==> src/rtl/poly1305_pkg.sv <==
// Shared definitions for the Poly1305 block framer: FSM state encoding,
// block/word geometry, input segment type codes and byte-lane helpers.
package poly1305_pkg;

  localparam int BLK_BYTES  = 16;
  localparam int WORD_BYTES = 4;

  localparam logic TYPE_AAD = 1'b0;
  localparam logic TYPE_PLD = 1'b1;

  typedef enum logic [2:0] {
    IDLE,
    AAD_FILL,
    AAD_OUT,
    PLD_FILL,
    PLD_OUT,
    LEN_OUT,
    DONE
  } state_t;

  // Number of valid bytes in a word keep mask.
  function automatic logic [2:0] keep_bytes(input logic [3:0] keep);
    return {2'b00, keep[0]} + {2'b00, keep[1]} + {2'b00, keep[2]} + {2'b00, keep[3]};
  endfunction

  // True when the keep mask is a run of ones starting at lane 0 (or empty).
  function automatic logic keep_contig(input logic [3:0] keep);
    return (keep == 4'h0) || (keep == 4'h1) || (keep == 4'h3) ||
           (keep == 4'h7) || (keep == 4'hF);
  endfunction

endpackage

==> src/rtl/poly1305_block_framer_if.sv <==
// Stream bundle of the framer: 32-bit input words plus the AAD, payload and
// length-block outputs. slave = framer side, master = producer/consumer side.
interface poly1305_block_framer_if;
  logic         in_valid;
  logic [31:0]  in_data;
  logic [3:0]   in_keep;
  logic         in_type;
  logic         in_last;
  logic         in_ready;

  logic         aad_valid;
  logic [127:0] aad_data;
  logic [15:0]  aad_keep;
  logic         aad_ready;

  logic         pld_valid;
  logic [127:0] pld_data;
  logic [15:0]  pld_keep;
  logic         pld_ready;

  logic         len_valid;
  logic [127:0] len_block;
  logic         len_ready;

  modport slave (
    input  in_valid, in_data, in_keep, in_type, in_last,
    output in_ready,
    output aad_valid, aad_data, aad_keep,
    input  aad_ready,
    output pld_valid, pld_data, pld_keep,
    input  pld_ready,
    output len_valid, len_block,
    input  len_ready
  );

  modport master (
    output in_valid, in_data, in_keep, in_type, in_last,
    input  in_ready,
    input  aad_valid, aad_data, aad_keep,
    output aad_ready,
    input  pld_valid, pld_data, pld_keep,
    output pld_ready,
    input  len_valid, len_block,
    output len_ready
  );
endinterface

==> src/rtl/poly1305_byte_packer.sv <==
// 32-to-128 bit accumulator: writes kept bytes of each word at the current
// fill offset, keeps unwritten bytes at zero and tracks per-byte keep bits.
module poly1305_byte_packer
  import poly1305_pkg::*;
(
  input  logic         clk,
  input  logic         rst_n,
  input  logic         wr_en,
  input  logic [31:0]  wr_data,
  input  logic [3:0]   wr_keep,
  input  logic         clear,
  output logic [127:0] blk_data,
  output logic [15:0]  blk_keep,
  output logic [4:0]   fill,
  output logic [4:0]   fill_next
);

  logic [4:0] fill_reg;

  assign fill      = fill_reg;
  assign fill_next = fill_reg + 5'(keep_bytes(wr_keep));

  // Fill offset: advances by the kept byte count, returns to 0 once the block leaves.
  always_ff @(posedge clk or negedge rst_n) begin
    if (!rst_n)      fill_reg <= '0;
    else if (clear)  fill_reg <= '0;
    else if (wr_en)  fill_reg <= fill_next;
  end

  genvar gi;
  generate
    for (gi = 0; gi < BLK_BYTES; gi++) begin : g_byte
      logic [7:0] byte_reg;
      logic       keep_reg;
      logic [4:0] lane;
      logic       hit;

      assign lane = 5'(gi) - fill_reg;
      assign hit  = wr_en && (5'(gi) >= fill_reg) && (lane < 5'(WORD_BYTES)) &&
                    wr_keep[lane[1:0]];

      // Byte slot: captures its input lane when addressed, otherwise holds (zero after clear).
      always_ff @(posedge clk or negedge rst_n) begin
        if (!rst_n) begin
          byte_reg <= '0;
          keep_reg <= 1'b0;
        end else if (clear) begin
          byte_reg <= '0;
          keep_reg <= 1'b0;
        end else if (hit) begin
          byte_reg <= wr_data[{lane[1:0], 3'b000} +: 8];
          keep_reg <= 1'b1;
        end
      end

      assign blk_data[gi*8 +: 8] = byte_reg;
      assign blk_keep[gi]        = keep_reg;
    end
  endgenerate

endmodule

==> src/rtl/poly1305_block_framer.sv <==
// Poly1305 block framer: packs an AAD segment and a payload segment of 32-bit
// words into 16-byte blocks, then emits the RFC 8439 length block.
// Optional input checking is enabled by defining POLY_FRAMER_ERR_EN.
module poly1305_block_framer
  import poly1305_pkg::*;
(
  input  logic                          clk,
  input  logic                          rst_n,
  input  logic                          start,
  poly1305_block_framer_if.slave        bus,
  output logic                          done,
  output logic                          err
);

  state_t       state_reg, state_next;
  logic         last_reg;
  logic [31:0]  aad_len, pld_len;
  logic         accept, bad, wr_en, clear, ends_block, zero_seg, phase_type;
  logic [127:0] blk_data;
  logic [15:0]  blk_keep;
  logic [4:0]   fill, fill_next;

  assign bus.in_ready = (state_reg == AAD_FILL) || (state_reg == PLD_FILL);
  assign accept       = bus.in_valid && bus.in_ready;
  assign phase_type   = (state_reg == PLD_FILL) ? TYPE_PLD : TYPE_AAD;

`ifdef POLY_FRAMER_ERR_EN
  assign bad = (bus.in_type != phase_type) ||
               (!(&bus.in_keep) && !bus.in_last) ||
               !keep_contig(bus.in_keep);
`else
  assign bad = 1'b0;
`endif

  // A malformed word is still consumed, it just never reaches the buffer.
  assign wr_en      = accept && !bad;
  assign ends_block = (fill_next == 5'(BLK_BYTES)) || (bus.in_last && (fill_next != 5'd0));
  assign zero_seg   = bus.in_last && (fill_next == 5'd0);
  assign clear      = ((state_reg == AAD_OUT) && bus.aad_ready) ||
                      ((state_reg == PLD_OUT) && bus.pld_ready);

  poly1305_byte_packer u_packer (
    .clk       (clk),
    .rst_n     (rst_n),
    .wr_en     (wr_en),
    .wr_data   (bus.in_data),
    .wr_keep   (bus.in_keep),
    .clear     (clear),
    .blk_data  (blk_data),
    .blk_keep  (blk_keep),
    .fill      (fill),
    .fill_next (fill_next)
  );

  // State register.
  always_ff @(posedge clk or negedge rst_n) begin
    if (!rst_n) state_reg <= IDLE;
    else        state_reg <= state_next;
  end

  // Next-state logic.
  always_comb begin
    state_next = state_reg;
    case (state_reg)
      IDLE:     if (start) state_next = AAD_FILL;
      AAD_FILL: if (wr_en) begin
                  if (ends_block)    state_next = AAD_OUT;
                  else if (zero_seg) state_next = PLD_FILL;
                end
      AAD_OUT:  if (bus.aad_ready) state_next = last_reg ? PLD_FILL : AAD_FILL;
      PLD_FILL: if (wr_en) begin
                  if (ends_block)    state_next = PLD_OUT;
                  else if (zero_seg) state_next = LEN_OUT;
                end
      PLD_OUT:  if (bus.pld_ready) state_next = last_reg ? LEN_OUT : PLD_FILL;
      LEN_OUT:  if (bus.len_ready) state_next = DONE;
      DONE:     state_next = IDLE;
      default:  state_next = IDLE;
    endcase
  end

  // Remember whether the block being emitted closes its segment.
  always_ff @(posedge clk or negedge rst_n) begin
    if (!rst_n)                   last_reg <= 1'b0;
    else if (wr_en && ends_block) last_reg <= bus.in_last;
  end

  // Segment byte counters: cleared per frame, wrap modulo 2^32.
  always_ff @(posedge clk or negedge rst_n) begin
    if (!rst_n) begin
      aad_len <= '0;
      pld_len <= '0;
    end else if ((state_reg == IDLE) && start) begin
      aad_len <= '0;
      pld_len <= '0;
    end else if (wr_en) begin
      if (state_reg == AAD_FILL) aad_len <= aad_len + 32'(keep_bytes(bus.in_keep));
      else                       pld_len <= pld_len + 32'(keep_bytes(bus.in_keep));
    end
  end

`ifdef POLY_FRAMER_ERR_EN
  // Sticky error flag, only reset clears it.
  always_ff @(posedge clk or negedge rst_n) begin
    if (!rst_n)            err <= 1'b0;
    else if (accept && bad) err <= 1'b1;
  end
`else
  assign err = 1'b0;
`endif

  assign bus.aad_valid = (state_reg == AAD_OUT);
  assign bus.aad_data  = bus.aad_valid ? blk_data : '0;
  assign bus.aad_keep  = bus.aad_valid ? blk_keep : '0;
  assign bus.pld_valid = (state_reg == PLD_OUT);
  assign bus.pld_data  = bus.pld_valid ? blk_data : '0;
  assign bus.pld_keep  = bus.pld_valid ? blk_keep : '0;
  assign bus.len_valid = (state_reg == LEN_OUT);
  assign bus.len_block = bus.len_valid ? {32'd0, pld_len, 32'd0, aad_len} : '0;
  assign done          = (state_reg == DONE);

endmodule

==> src/flat_wrapper.sv <==
// flat-port wrapper written by rule: the top's interface ports become plain ports
module poly1305_block_framer_flat import poly1305_pkg::*;
  (clk, rst_n, start, done, err, bus_in_valid, bus_in_data, bus_in_keep, bus_in_type, bus_in_last, bus_in_ready, bus_aad_valid, bus_aad_data, bus_aad_keep, bus_aad_ready, bus_pld_valid, bus_pld_data, bus_pld_keep, bus_pld_ready, bus_len_valid, bus_len_block, bus_len_ready);
  poly1305_block_framer_if bus_i ();
  input  logic clk;
  input  logic rst_n;
  input  logic start;
  output logic done;
  output logic err;
  input wire logic [$bits(bus_i.in_valid)-1:0] bus_in_valid;
  input wire logic [$bits(bus_i.in_data)-1:0] bus_in_data;
  input wire logic [$bits(bus_i.in_keep)-1:0] bus_in_keep;
  input wire logic [$bits(bus_i.in_type)-1:0] bus_in_type;
  input wire logic [$bits(bus_i.in_last)-1:0] bus_in_last;
  output wire logic [$bits(bus_i.in_ready)-1:0] bus_in_ready;
  output wire logic [$bits(bus_i.aad_valid)-1:0] bus_aad_valid;
  output wire logic [$bits(bus_i.aad_data)-1:0] bus_aad_data;
  output wire logic [$bits(bus_i.aad_keep)-1:0] bus_aad_keep;
  input wire logic [$bits(bus_i.aad_ready)-1:0] bus_aad_ready;
  output wire logic [$bits(bus_i.pld_valid)-1:0] bus_pld_valid;
  output wire logic [$bits(bus_i.pld_data)-1:0] bus_pld_data;
  output wire logic [$bits(bus_i.pld_keep)-1:0] bus_pld_keep;
  input wire logic [$bits(bus_i.pld_ready)-1:0] bus_pld_ready;
  output wire logic [$bits(bus_i.len_valid)-1:0] bus_len_valid;
  output wire logic [$bits(bus_i.len_block)-1:0] bus_len_block;
  input wire logic [$bits(bus_i.len_ready)-1:0] bus_len_ready;
  assign bus_i.in_valid = bus_in_valid;
  assign bus_i.in_data = bus_in_data;
  assign bus_i.in_keep = bus_in_keep;
  assign bus_i.in_type = bus_in_type;
  assign bus_i.in_last = bus_in_last;
  assign bus_in_ready = bus_i.in_ready;
  assign bus_aad_valid = bus_i.aad_valid;
  assign bus_aad_data = bus_i.aad_data;
  assign bus_aad_keep = bus_i.aad_keep;
  assign bus_i.aad_ready = bus_aad_ready;
  assign bus_pld_valid = bus_i.pld_valid;
  assign bus_pld_data = bus_i.pld_data;
  assign bus_pld_keep = bus_i.pld_keep;
  assign bus_i.pld_ready = bus_pld_ready;
  assign bus_len_valid = bus_i.len_valid;
  assign bus_len_block = bus_i.len_block;
  assign bus_i.len_ready = bus_len_ready;
  poly1305_block_framer u_core (.clk(clk), .rst_n(rst_n), .start(start), .bus(bus_i), .done(done), .err(err));
endmodule
==> config.mk <==
export PLATFORM = sky130hd
export DESIGN_NAME = poly1305_block_framer_flat
export DESIGN_NICKNAME = d
export VERILOG_FILES = /design/src/rtl/poly1305_pkg.sv /design/src/rtl/poly1305_block_framer_if.sv /design/src/rtl/poly1305_byte_packer.sv /design/src/rtl/poly1305_block_framer.sv /design/src/flat_wrapper.sv
export SDC_FILE = /design/constraint.sdc
export NUM_CORES = 1
export LEC_CHECK = 0
export CAP_MARGIN = 20
export CORE_MARGIN = 5
export CORE_UTILIZATION = 26
export CTS_BUF_LIST = sky130_fd_sc_hd__clkbuf_8
export DETAILED_ROUTE_END_ITERATION = 12
export DONT_BUFFER_PORTS = 1
export GPL_ROUTABILITY_DRIVEN = 0
export PLACE_DENSITY_LB_ADDON = 0.12
export SLEW_MARGIN = 20
export SYNTH_ARGS = -nofsm -noshare
export SYNTH_HDL_FRONTEND = slang
export SYNTH_HIERARCHICAL = 1
export SYNTH_SLANG_ARGS = --single-unit
==> constraint.sdc <==
create_clock -name clk -period 6.62 [get_ports clk]
set_input_delay 1.986 -clock clk [delete_from_list [all_inputs] [get_ports clk]]
set_output_delay 1.986 -clock clk [all_outputs]
set_load 0.1 [all_outputs]
-- Yosys cells after proc, flatten, opt, wreduce, memory -nomap -nowiden
Index checks and enable logic that the tools add are counted.
- mux-type cells: 122
- $lt $le $gt $ge: 48
- shift operators: 16
- eq/ne operators: 16
- reduce and logical (&&, ||, !) cells: 83
- $add $sub $neg: 22
- operators by type and width (kind ; count):
    32-bit by 6-bit indexed part select with 8-bit output ; 16
    128-bit two-way mux ; 2
    8-bit two-way mux ; 32
    32-bit two-way mux ; 6
    96-bit two-way mux ; 1
    5-bit by 3-bit < comparator with 1-bit output, second input constant ; 16
    32-bit by 3-bit adder with 32-bit output ; 2
    1-bit logical AND ; 55
    2-bit by 3-bit < comparator with 1-bit output, second input constant ; 16
    1-bit two-way mux ; 48
    4-bit by 5-bit greater-or-equal comparator with 1-bit output, first input constant ; 8
    4-bit by 5-bit subtractor with 5-bit output, first input constant ; 8
    2-bit nonzero test ; 19
    3-bit two-way mux ; 11
    1-bit binary-select mux with 2-bit select ; 16
    16-bit two-way mux ; 2
    3-bit by 5-bit greater-or-equal comparator with 1-bit output, first input constant ; 4
    3-bit by 5-bit subtractor with 5-bit output, first input constant ; 4
    3-bit one-hot mux with 6 select lines ; 1
    2-bit inequality test, second input constant ; 7
    1-bit by 5-bit greater-or-equal comparator with 1-bit output, first input constant ; 2
    2-bit by 5-bit greater-or-equal comparator with 1-bit output, first input constant ; 2
    5-bit two-way mux ; 2
    1-bit by 5-bit subtractor with 5-bit output, first input constant ; 2
    16 further kinds ; 25
- register bits: 217
- input bits: 45
- output and inout bits: 422
- word-level logic and storage cells: 344

-- Logic depth before layout (Yosys ltp)
- word-level depth: 10
- gate-level depth with buffers: 11
- mapped depth without buffers: 11

-- Modules after synthesis
Netlist, hierarchy kept.
- by module, submodules not included (module ; instances ; cells an instance ; area an instance (um^2) ; seq. area each (um^2)):
    poly1305_byte_packer ; 1 ; 697 ; 8061.5 ; 3728.6
    poly1305_block_framer ; 1 ; 898 ; 6982.9 ; 1701.6

-- Least setup slack after synthesis
Ideal clock, no wire load.
- kind: register to output
- start: register u_core.state_reg[0]
- end: output port bus_pld_keep[10]
- data required time: 4634 ps
- path buffers: 4
- stages on the path, launching flop included: 7
- setup slack: 1609 ps
- arrival: 3025 ps
- cells stage by stage: dfrtp_1 > buf_6 > clkbuf_1 > nor3b_1 > clkbuf_1 > clkbuf_1 > and2_1
- cells in the longest elaborated chain, start to end: 2
- ends and longest elaborated chain (what ; RTL line ; source):
    start: declaration ; poly1305_block_framer.sv:15 ; state_t state_reg, state_next;
    start signal: assignment ; poly1305_block_framer.sv:58 ; else state_reg <= state_next;
    3-bit == test ; poly1305_block_framer.sv:115 ; assign bus.pld_valid = (state_reg == PLD_OUT);
    via bus_pld_valid ; flat_wrapper.sv:20 ; output wire logic [$bits(bus_i.pld_valid)-1:0] bus_pld_valid;
    16-bit two-way mux ; poly1305_block_framer.sv:117 ; assign bus.pld_keep = bus.pld_valid ? blk_keep : '0;
    end: declaration ; flat_wrapper.sv:22 ; output wire logic [$bits(bus_i.pld_keep)-1:0] bus_pld_keep;
The timed path passes the listed nets, and every way through them passes these cells.

-- Worst setup path after layout
- start: register u_core.state_reg[2]
- end: output port bus_len_block[6]
- cells in the longest elaborated chain, start to end: 2
- ends and longest elaborated chain (what ; RTL line ; source):
    3-bit == test ; poly1305_block_framer.sv:118 ; assign bus.len_valid = (state_reg == LEN_OUT);
    96-bit two-way mux ; poly1305_block_framer.sv:119 ; assign bus.len_block = bus.len_valid ? {32'd0, pld_len, 32'd0, aad_len} : '0;
    end: declaration ; flat_wrapper.sv:25 ; output wire logic [$bits(bus_i.len_block)-1:0] bus_len_block;
Every way passes these cells.

==> reports/qor.csv <==
stage,metric,value,unit
floorplanning,core_area,57480,sq um
clock_network,postCtsSetupRepairBufs,0,
pwr,powerDensity,417.7,nW/um^2
synth,ys.flop_type,dfrtp_1,
route,dr.pass1.iters,5,
synth,netlist_instances,1595,
worst_setup_path,cp-start-kind,flop,
pwr,power.total,6.762,mW
grt,overflow,0,
cells_and_area,mostFrequentLayoutCells,"359 x and2_1, 216 x dfrtp_1, 102 x nand2b_1, 78 x o21ai_0, 72 x mux2i_1",
min_path,hp-class,flop to flop,
pwr,p_leak,6.959,nW
cells_and_area,fill_cells,6126,
floorplanning,rows,88,
floorplanning,die_height,250.5,um
worst_setup_path,critical_path_class,flop to primary output,
sta,clock.fmax,0.1921,GHz
sta,finalSetupViolCount,0,
synth,synth_top_area_share,36.09,%
route,vias,10989,
floorplanning,dieArea,62770,sq um
sta,holdWs,0.5302,ns
clock_network,cts_hold_buf,0,
grt,grt_pass1_wl,75.43,mm
route,via_per_inst,4.714,
worst_setup_path,required,4.63,ns
cells_and_area,drive_gt1_share,10.11,%
worst_setup_path,slowest_stage,and2_1,
clock_network,clock_latency,0.63,ns
worst_setup_path,path_buf_inv,0,
clock_network,cts_tree,yes,
grt,grt_pass1_vias,11026,
sta,tightest_slew,1.068,ns
grt,antenna_found_initial,3,
sta,slew_headroom,29.29,%
grt,track_usage,15.52,%
synth,ys_ff_latch,217,
clock_network,clk_pin_slew,0.06,ns
floorplanning,pin_count,467,
cells_and_area,multi_input_area,8627,sq um
cells_and_area,fin_nets,1608,
outcome,status,completed,
synth,ys_warn_count,6,
synth,synth_largest_area_cell,dfrtp_1,
synth,synth-edff-count,0,
sta,fin_skew,0.03954,ns
pwr,ir_drop,159.2,uV
synth,async_flop_share,100.0,%
worst_setup_path,crit_chain,and3b_2 > and2_1,
clock_network,clock_path_buffers,3,
cells_and_area,post-route-util,28.17,%
placement,dp_cells,2253,
worst_setup_path,critical_path.max_stage_delay,0.95,ns
clock_network,h-tree-depth,2,
cells_and_area,largest_reg_flops,128,
cells_and_area,mostFrequentLayoutCell,and2_1,
route,detail_route.wl_per_cell,21.89,um
synth,synth_cell_types,70,
worst_setup_path,cp.arrival,3.22,ns
sta,fin_crit,5.206,ns
worst_setup_path,cp-end-kind,primary output,
clock_network,numClockSinks,217,
placement,portBuffers,0,
synth,yosysSeqAreaShare,36.09,%
placement,dpl.hpwl,36.63,mm
floorplanning,initial_core_util,26.18,%
cells_and_area,synthToLayoutAreaGrowth,7.610,%
worst_setup_path,crit_fanout,65,
route,drt_iter0_markers,620,
clock_network,root_buffer,clkbuf_8,
sta,finalCritPeriodShare,78.65,%
synth,syn-cell-area,15040,sq um
cells_and_area,instances_no_fill,2331,
sta,grt_setup_unrepaired,false,
sta,hold_viol,0,
worst_setup_path,worst_path_dominant_cell_family,simple AND/OR/NAND/NOR gates,
route,antenna_left,0,
synth,syn_area_per_cell,9.432,sq um
run,max_cap_violations,0,
route,drc,0,
clock_network,ctsResizeCount,0,
synth,synthTopCellsByArea,"dfrtp_1 36%, and2_1 15%, mux4_2 5.1%",
clock_network,cts_buffers,43,
sta,tns,0,ns
sta,report.final.slew_viol_count,0,
grt,grt_max_degree,218,
cells_and_area,ff_latch_area,5431,sq um
floorplanning,fp.dieW,250.5,um
route,finalWirelength,51.02,mm
==> stage by stage <==
stage          setup slack [ns]  cell area [sq um]
3_5_place_dp              1.237              15340
4_1_cts                   1.307              16180
3_3_place_gp              1.282              15340
2_1_floorplan             1.609              15280
6_report                  1.414              16190
5_1_grt                   1.108              16180
==> cells in the mapped netlist (3+ instances only) <==
library cell and number:
fa_1 6, mux2i_1 72, or4_1 6, nor3_1 6, buf_4 87, or3_1 14
nor3b_1 3, or3b_1 3, a21oi_1 47, o21ai_0 78, o211ai_1 10, dfrtp_1 217
and4_1 10, o31ai_1 4, nand3_1 33, clkbuf_1 72, nand2_1 39, and2_1 359
xor2_1 21, a31oi_1 3, a22o_1 3, buf_2 23, xnor2_1 35, nand4_1 19
o21ai_2 8, nor2_1 63, nand4b_1 5, inv_1 36, nand3b_1 67, a2111oi_0 4
buf_6 5, a2111oi_4 4, nand2b_1 102, nor2b_1 7, and3_1 12, mux4_2 34
a211oi_1 9, ha_1 24
==> worst min-delay path, stage by stage (launching register included) <==
cell and delay, ns:
dfrtp_1 0.39, inv_1 0.06, a21oi_1 0.05
==> logic make-up after synthesis <==
logic type / share of synthesized area, %
AOI/OAI and AO/OA: 8.259
xor gates and xnor gates: 3.260
adders and majority gates: 2.794
buffers and inverters: 8.450
DFF: 36.09
muxes: 10.03
other: 0.02493
and+or+nand+nor: 31.09
==> layout make-up <==
class / instances / share of cell area, %
diodes: 3 / 0.04637
clock buffers: 52 / 4.421
clock inverters: 23 / 0.7497
inverters: 37 / 0.8579
multi-input cells: 1214 / 53.29
flip-flops and latches: 217 / 33.55
well taps: 765 / 5.912
repair buffers: 20 / 1.175
==> path summary, 6_finish.rpt <==
kind                                                                  from                                            endpoint  slack [ns]  cells after the start
setup / recovery                           u_core/state_reg[2]$_DFFE_PN0P_                                    bus_len_block[6]        1.41                      2
hold / removal             u_core/u_packer/g_byte[11].keep_reg$_DFFE_PN0P_     u_core/u_packer/g_byte[11].keep_reg$_DFFE_PN0P_        0.53                      2
setup reg to reg                       u_core/u_packer/fill[0]$_DFFE_PN0P_  u_core/u_packer/g_byte[14].byte_reg[3]$_DFFE_PN0P_        2.69                      8
hold reg to reg            u_core/u_packer/g_byte[11].keep_reg$_DFFE_PN0P_     u_core/u_packer/g_byte[11].keep_reg$_DFFE_PN0P_        0.53                      2
max in group asynchronous                                            rst_n   u_core/u_packer/g_byte[5].byte_reg[2]$_DFFE_PN0P_        5.01                      0
min in group asynchronous                                            rst_n                      u_core/pld_len[22]$_DFFE_PN0P_        1.10                      0
==> report_power, final <==
group,total [mW],internal [mW],switching (mW),leakage [nW]
logic,3.26,0.920,2.34,3.51
registers,2.14,1.68,0.458,2.95
clock network,1.36,0.718,0.645,0.491
==> routing by layer <==
metal	part of all wire, %	GRT usage, %	wire [um]
met5	0	0	0
met4	2.0	3.508	1003
met3	5.8	3.582	2954
met2	49	25.77	24870
met1	43	20.67	22190
(Power assumes the default switching activity.)
